$ cat src/rtl/running_min_drain.sv
// Snapshots per-lane running minima into a 2-bank ping-pong buffer and drains one lane per beat.
// Optional threshold compare (thresh_in / out_match) is enabled by defining RUNMIN_DRAIN_THRESH_EN.
module running_min_drain_lane #(
  parameter int IDX_W  = 9,
  parameter int DIST_W = 11
) (
  input  logic              clk,
  input  logic              we_i,
  input  logic              wsel_i,
  input  logic              rsel_i,
  input  logic [IDX_W-1:0]  idx_i,
  input  logic [DIST_W-1:0] dist_i,
  output logic [IDX_W-1:0]  idx_o,
  output logic [DIST_W-1:0] dist_o
);
  logic [1:0][IDX_W-1:0]  idx_q;
  logic [1:0][DIST_W-1:0] dist_q;

  always_ff @(posedge clk) begin
    if (we_i) begin
      idx_q[wsel_i]  <= idx_i;
      dist_q[wsel_i] <= dist_i;
    end
  end

  assign idx_o  = idx_q[rsel_i];
  assign dist_o = dist_q[rsel_i];
endmodule

module running_min_drain #(
  parameter int NUM_LANES = 8,
  parameter int IDX_W     = 9,
  parameter int DIST_W    = 11,
  parameter int QID_W     = 11,
  localparam int LANE_W   = (NUM_LANES > 1) ? $clog2(NUM_LANES) : 1
) (
  input  logic                        clk,
  input  logic                        rst,
  input  logic                        valid_in,
  input  logic                        query_last_in,
  input  logic [NUM_LANES*IDX_W-1:0]  lane_idx_in,
  input  logic [NUM_LANES*DIST_W-1:0] lane_dist_in,
  output logic                        out_valid,
  input  logic                        out_ready,
  output logic [IDX_W-1:0]            out_idx,
  output logic [DIST_W-1:0]           out_dist,
  output logic [LANE_W-1:0]           out_lane,
  output logic [QID_W-1:0]            out_qid,
  output logic                        out_last,
  output logic                        overflow,
`ifdef RUNMIN_DRAIN_THRESH_EN
  input  logic [DIST_W-1:0]           thresh_in,
  output logic                        out_match,
`endif
  output logic                        busy
);
  localparam logic [LANE_W-1:0] LAST_LANE = LANE_W'(NUM_LANES - 1);

  typedef enum logic {IDLE, STREAM} state_e;

  state_e                          state_q, state_d;
  logic [1:0]                      count_q, count_d;
  logic                            wr_ptr_q, rd_ptr_q, overflow_q;
  logic [LANE_W-1:0]               lane_cnt_q;
  logic [QID_W-1:0]                qid_cnt_q;
  logic [1:0][QID_W-1:0]           qid_bank_q;
  logic [NUM_LANES-1:0][IDX_W-1:0]  rd_idx;
  logic [NUM_LANES-1:0][DIST_W-1:0] rd_dist;
  logic cap, cap_accept, beat_acc, final_pop;

  assign cap        = valid_in & query_last_in;
  assign beat_acc   = (state_q == STREAM) & out_ready;
  assign final_pop  = beat_acc & (lane_cnt_q == LAST_LANE);
  // A full buffer can still take a capture when the bank under read is freed on this edge.
  assign cap_accept = cap & ((count_q != 2'd2) | final_pop);

  for (genvar l = 0; l < NUM_LANES; l++) begin : g_lane
    running_min_drain_lane #(.IDX_W(IDX_W), .DIST_W(DIST_W)) u_lane (
      .clk    (clk),
      .we_i   (cap_accept),
      .wsel_i (wr_ptr_q),
      .rsel_i (rd_ptr_q),
      .idx_i  (lane_idx_in[l*IDX_W +: IDX_W]),
      .dist_i (lane_dist_in[l*DIST_W +: DIST_W]),
      .idx_o  (rd_idx[l]),
      .dist_o (rd_dist[l])
    );
  end

  always_comb begin
    count_d = count_q;
    if (cap_accept && !final_pop)      count_d = count_q + 2'd1;
    else if (!cap_accept && final_pop) count_d = count_q - 2'd1;
  end

  always_ff @(posedge clk) begin
    if (rst) state_q <= IDLE;
    else     state_q <= state_d;
  end

  always_comb begin
    state_d = state_q;
    unique case (state_q)
      IDLE:    if (count_q != 2'd0) state_d = STREAM;
      STREAM:  if (final_pop && count_d == 2'd0) state_d = IDLE;
      default: state_d = IDLE;
    endcase
  end

  always_comb begin
    out_valid = 1'b0;
    out_idx   = '0;
    out_dist  = '0;
    out_lane  = '0;
    out_qid   = '0;
    out_last  = 1'b0;
    if (state_q == STREAM) begin
      out_valid = 1'b1;
      out_idx   = rd_idx[lane_cnt_q];
      out_dist  = rd_dist[lane_cnt_q];
      out_lane  = lane_cnt_q;
      out_qid   = qid_bank_q[rd_ptr_q];
      out_last  = (lane_cnt_q == LAST_LANE);
    end
  end

  always_ff @(posedge clk) begin
    if (rst) begin
      count_q    <= '0;
      wr_ptr_q   <= 1'b0;
      rd_ptr_q   <= 1'b0;
      lane_cnt_q <= '0;
      qid_cnt_q  <= '0;
      overflow_q <= 1'b0;
    end else begin
      count_q <= count_d;
      // Dropped captures still consume an id so ids track queries.
      if (cap)               qid_cnt_q  <= qid_cnt_q + QID_W'(1);
      if (cap_accept)        wr_ptr_q   <= ~wr_ptr_q;
      if (cap && !cap_accept) overflow_q <= 1'b1;
      if (final_pop) begin
        lane_cnt_q <= '0;
        rd_ptr_q   <= ~rd_ptr_q;
      end else if (beat_acc) begin
        lane_cnt_q <= lane_cnt_q + LANE_W'(1);
      end
    end
  end

  always_ff @(posedge clk) begin
    if (cap_accept) qid_bank_q[wr_ptr_q] <= qid_cnt_q;
  end

  assign overflow = overflow_q;
  assign busy     = (count_q != 2'd0);

`ifdef RUNMIN_DRAIN_THRESH_EN
  assign out_match = out_valid & (out_dist <= thresh_in);
`endif
endmodule

$ cat config.mk
export PLATFORM = sky130hd
export DESIGN_NAME = running_min_drain
export DESIGN_NICKNAME = d
export VERILOG_FILES = /design/src/rtl/running_min_drain.sv
export SDC_FILE = /design/constraint.sdc
export NUM_CORES = 1
export LEC_CHECK = 0
export ABC_AREA = 1
export CORE_ASPECT_RATIO = 1.1
export CORE_MARGIN = 4
export CORE_UTILIZATION = 52
export CTS_CLUSTER_SIZE = 30
export DETAILED_ROUTE_END_ITERATION = 7
export MAX_ROUTING_LAYER = met4
export PLACE_DENSITY = 0.76
export SLEW_MARGIN = 30
export SYNTH_ARGS = -nofsm -noshare
export SYNTH_HDL_FRONTEND = slang
export SYNTH_SLANG_ARGS = --single-unit
$ cat constraint.sdc
create_clock -name clk -period 19.04 [get_ports clk]
set_input_delay 3.808 -clock clk [delete_from_list [all_inputs] [get_ports clk]]
set_output_delay 3.808 -clock clk [all_outputs]
set_load 0.01 [all_outputs]
==> results.txt <==
Total grt overflow -> 0
Seq/Total Area, Yosys -> 69.4%
GPL Wtd Cong -> 0.839
Setup TNS -> 0 ns
Required time of the critical path -> 15.23 ns
Fmax achieved -> 0.122 GHz
Maxcap violations -> 0
Max FO, Critical Path -> 71
Pin count of the biggest net entering global routing -> 172
Worst slew pin tran -> 0.961 ns
Metal-1 WL -> 15200 um
Post-layout nets -> 1811
Syn-to-layout area delta -> 22.3%
Crit share post-route -> 43.1%
Post-route ant nets -> 0
Port Buf Inserts -> 202
Top cells by count, synth -> 519 x nand2_1, 342 x edfxtp_1, 207 x nand3_1, 187 x inv_1, 38 x nor2_1
DIE HEIGHT -> 188 um
RSZ-0062 raised after global routing -> false
Clock power share -> 40.9%
Reg2reg end -> g_lane[6].u_lane.dist_q[3]$_DFFE_PP_
Tot Pwr -> 0.00176 W
Slew Viols, Final -> 0
CP Capture Type -> primary output
Pre-CTS WS -> 11.39 ns
Routed len/inst -> 19.4 um
Core footprint -> 0.0290 mm2
Final setup vio count -> 0
Via-to-Cell Ratio -> 5.35
TritonCTS Buffers -> 38
Pleak -> 7.59 nW
Most used cell, CP -> nand2_1
Slowest CP cell -> buf_4
Most frequent cell after synthesis -> nand2_1
Initial cell density of the core -> 53.1%
Mapped Cells -> 1460
Share of the synthesized area in the top cell type -> 66.8%
Via count -> 10906
Die Wd -> 172 um
WL final -> 39500 um
Yosys cell types -> 25
Ys async rst share -> 0%
Final Hold Viols -> 0
Initial DRC Count -> 1157
Seq pwr share -> 51.7%
CTS tree -> yes
Setup slack after layout -> 10.83 ns
Synthesized net count -> 1630
Main synth FF type -> edfxtp_1
Synth Warn # -> 0
CP top delay family -> buffers and inverters
DP Wirelength -> 25500 um
Share of cells above drive strength 1 -> 4.25%
Post_cts resized -> 0
Clock slew at the register clock pins of the worst setup and hold paths -> 0.06 ns
Sw power -> 0.000372 W
Status -> completed
DR DRC count -> 0
Comb pwr share -> 7.4%
Reg2reg start -> lane_cnt_q[1]$_SDFFE_PP0P_
Netlist Area Pre-Place -> 0.0154 mm2
# rows -> 65
EDFF count, synth -> 342
Post-synthesis register bit count -> 362
Post-CTS Setup Bufs -> 0
Pwr Density -> 93.8 mW/mm2
Avg Inst Size Synth -> 10.5 um2
HP Start -> overflow$_SDFFE_PP0P_
Cell taking the most area after synthesis -> edfxtp_1
Net Sw Frac -> 21.1%
Top Metal Used -> met4
CTS Hold Bufs -> 0
CTS H-tree lvls -> 2
Power Internal -> 0.00139 W
Initial antenna violation count -> 3
DR WL met2 -> 20300 um
Largest cells by area after synthesis -> edfxtp_1 67%, nand2_1 13%, nand3_1 6.7%, inv_1 4.6%, dfxtp_1 2.6%
Clk_lat worst skew -> 0.52 ns
First-pass DRT Iterations -> 5
Final Skew -> 0.0129 ns
VDD IR-drop max -> 0.0542 mV
Min-delay worst type -> register to register
Hold path depth -> 1
I/O Pins -> 203
Worst EP arrival -> 4.41 ns
Fin crit period -> 8.21 ns
Vias in the first global route -> 10923
CP Buf/Inv Count -> 4
CTS Sinks -> 362
CTS Buffer Depth -> 3
Max incr delay on CP -> 0.69 ns
Clk Tree Root Cell -> clkbuf_16
Type of origin of the critical path -> register
CP cell instances -> inv_4 -> buf_4 -> buf_4 -> nand2_1 -> nand2_1 -> nand2_1 -> nand3_1 -> nand3_1 -> a21oi_1 -> clkdlybuf4s50_1
Worst rel slew slack -> 35.9%
Die area -> 0.0324 mm2
Crit path kind -> register to primary output
Global-route wire length before repair -> 59900 um
Total GRT Usage -> 24.7%
Hold path endpoint -> overflow$_SDFFE_PP0P_
Flop-to-flop setup slack -> 15.18 ns
DR WL met3 -> 2950 um
Reg2reg path depth -> 9
sequential cells by signal, indices dropped and copies added (netlist names):
name / count
g_lane.u_lane.dist_q: 176
count_q: 2
state_q: 1
g_lane.u_lane.idx_q: 144
lane_cnt_q: 3
rd_ptr_q: 1
qid_bank_q: 22
qid_cnt_q: 11
wr_ptr_q: 1
overflow: 1
per-stage QoR:
step / cell area, um2 / hold WS [ns] / cells / utilization [%]
floorplan: 15400 / 0.447 / 1460 / -
global placement: 17500 / 0.455 / 1967 / 60.5
detailed placement: 17600 / 0.461 / 1968 / 60.6
CTS: 18800 / 0.479 / 2037 / 64.8
global route: 18800 / 0.519 / 2040 / 64.9
finish: 18800 / 0.474 / 2040 / 64.9
layout by cell type (no fill, tap or decap), drive strengths merged:
| cell type | n |
|---|---|
| nand2 | 519 |
| nor3b | 1 |
| buf | 12 |
| nor3 | 4 |
| nand3b | 1 |
| clkbuf | 52 |
| ha | 5 |
| o21ai | 22 |
| clkdlybuf4s50 | 202 |
| edfxtp | 342 |
| inv | 192 |
| nor2 | 38 |
| bufinv | 3 |
| o21a | 2 |
| dfxtp | 20 |
| nand3 | 208 |
| diode | 2 |
| a21oi | 31 |
| clkinv | 14 |
| nand4 | 2 |
power groups by stage:
stage               logic [W]  clock network, W  registers, W
CTS                  0.000130          0.000726      0.000912
finish               0.000130          0.000720      0.000912
detailed placement   0.000129                 0      0.000929
global placement     0.000124                 0      0.000930
floorplan           0.0000553                 0      0.000931
global route         0.000142          0.000761      0.000914
cell type report:
type | count | area, um2
sequential | 362 | 10700
fill | 2201 | 10200
clock buffer | 52 | 1070
timing repair buffer | 214 | 2160
antenna | 2 | 5.00
inverter | 192 | 723
tap | 368 | 460
multi-input combinational | 833 | 3550
clock inverter | 17 | 145
per-layer routing:
layer	vias to the layer above	global-route usage, %
met1	5217	31.7
li1	5150	-
met4	0	7.44
met2	464	40.9
met5	-	-
met3	75	3.92
logic make-up (layout without fill, tap and decap cells):
family	Yosys count	in the layout	synth area share, %
simple gates	773	773	20.8
flops	362	362	69.4
buf+inv	265	475	7.57
compound gates	55	55	1.82
fa+ha+maj	5	5	0.407
other cells	0	2	0
worst max path at each step:
stage                                     start                                   end  slack (ns)  depth (start not counted)
after detailed placement  rd_ptr_q$_SDFFE_PP0P_                           out_dist[4]       11.39                         10
after global routing      rd_ptr_q$_SDFFE_PP0P_                           out_dist[1]       10.52                         10
after floorplan                        valid_in  g_lane[0].u_lane.dist_q[0]$_DFFE_PP_        7.06                          4
after global placement    rd_ptr_q$_SDFFE_PP0P_                           out_dist[7]       11.42                         10
after CTS                 rd_ptr_q$_SDFFE_PP0P_                           out_dist[4]       10.82                         10
final                     rd_ptr_q$_SDFFE_PP0P_                           out_dist[8]       10.83                         10
(Power assumes the default switching activity.)
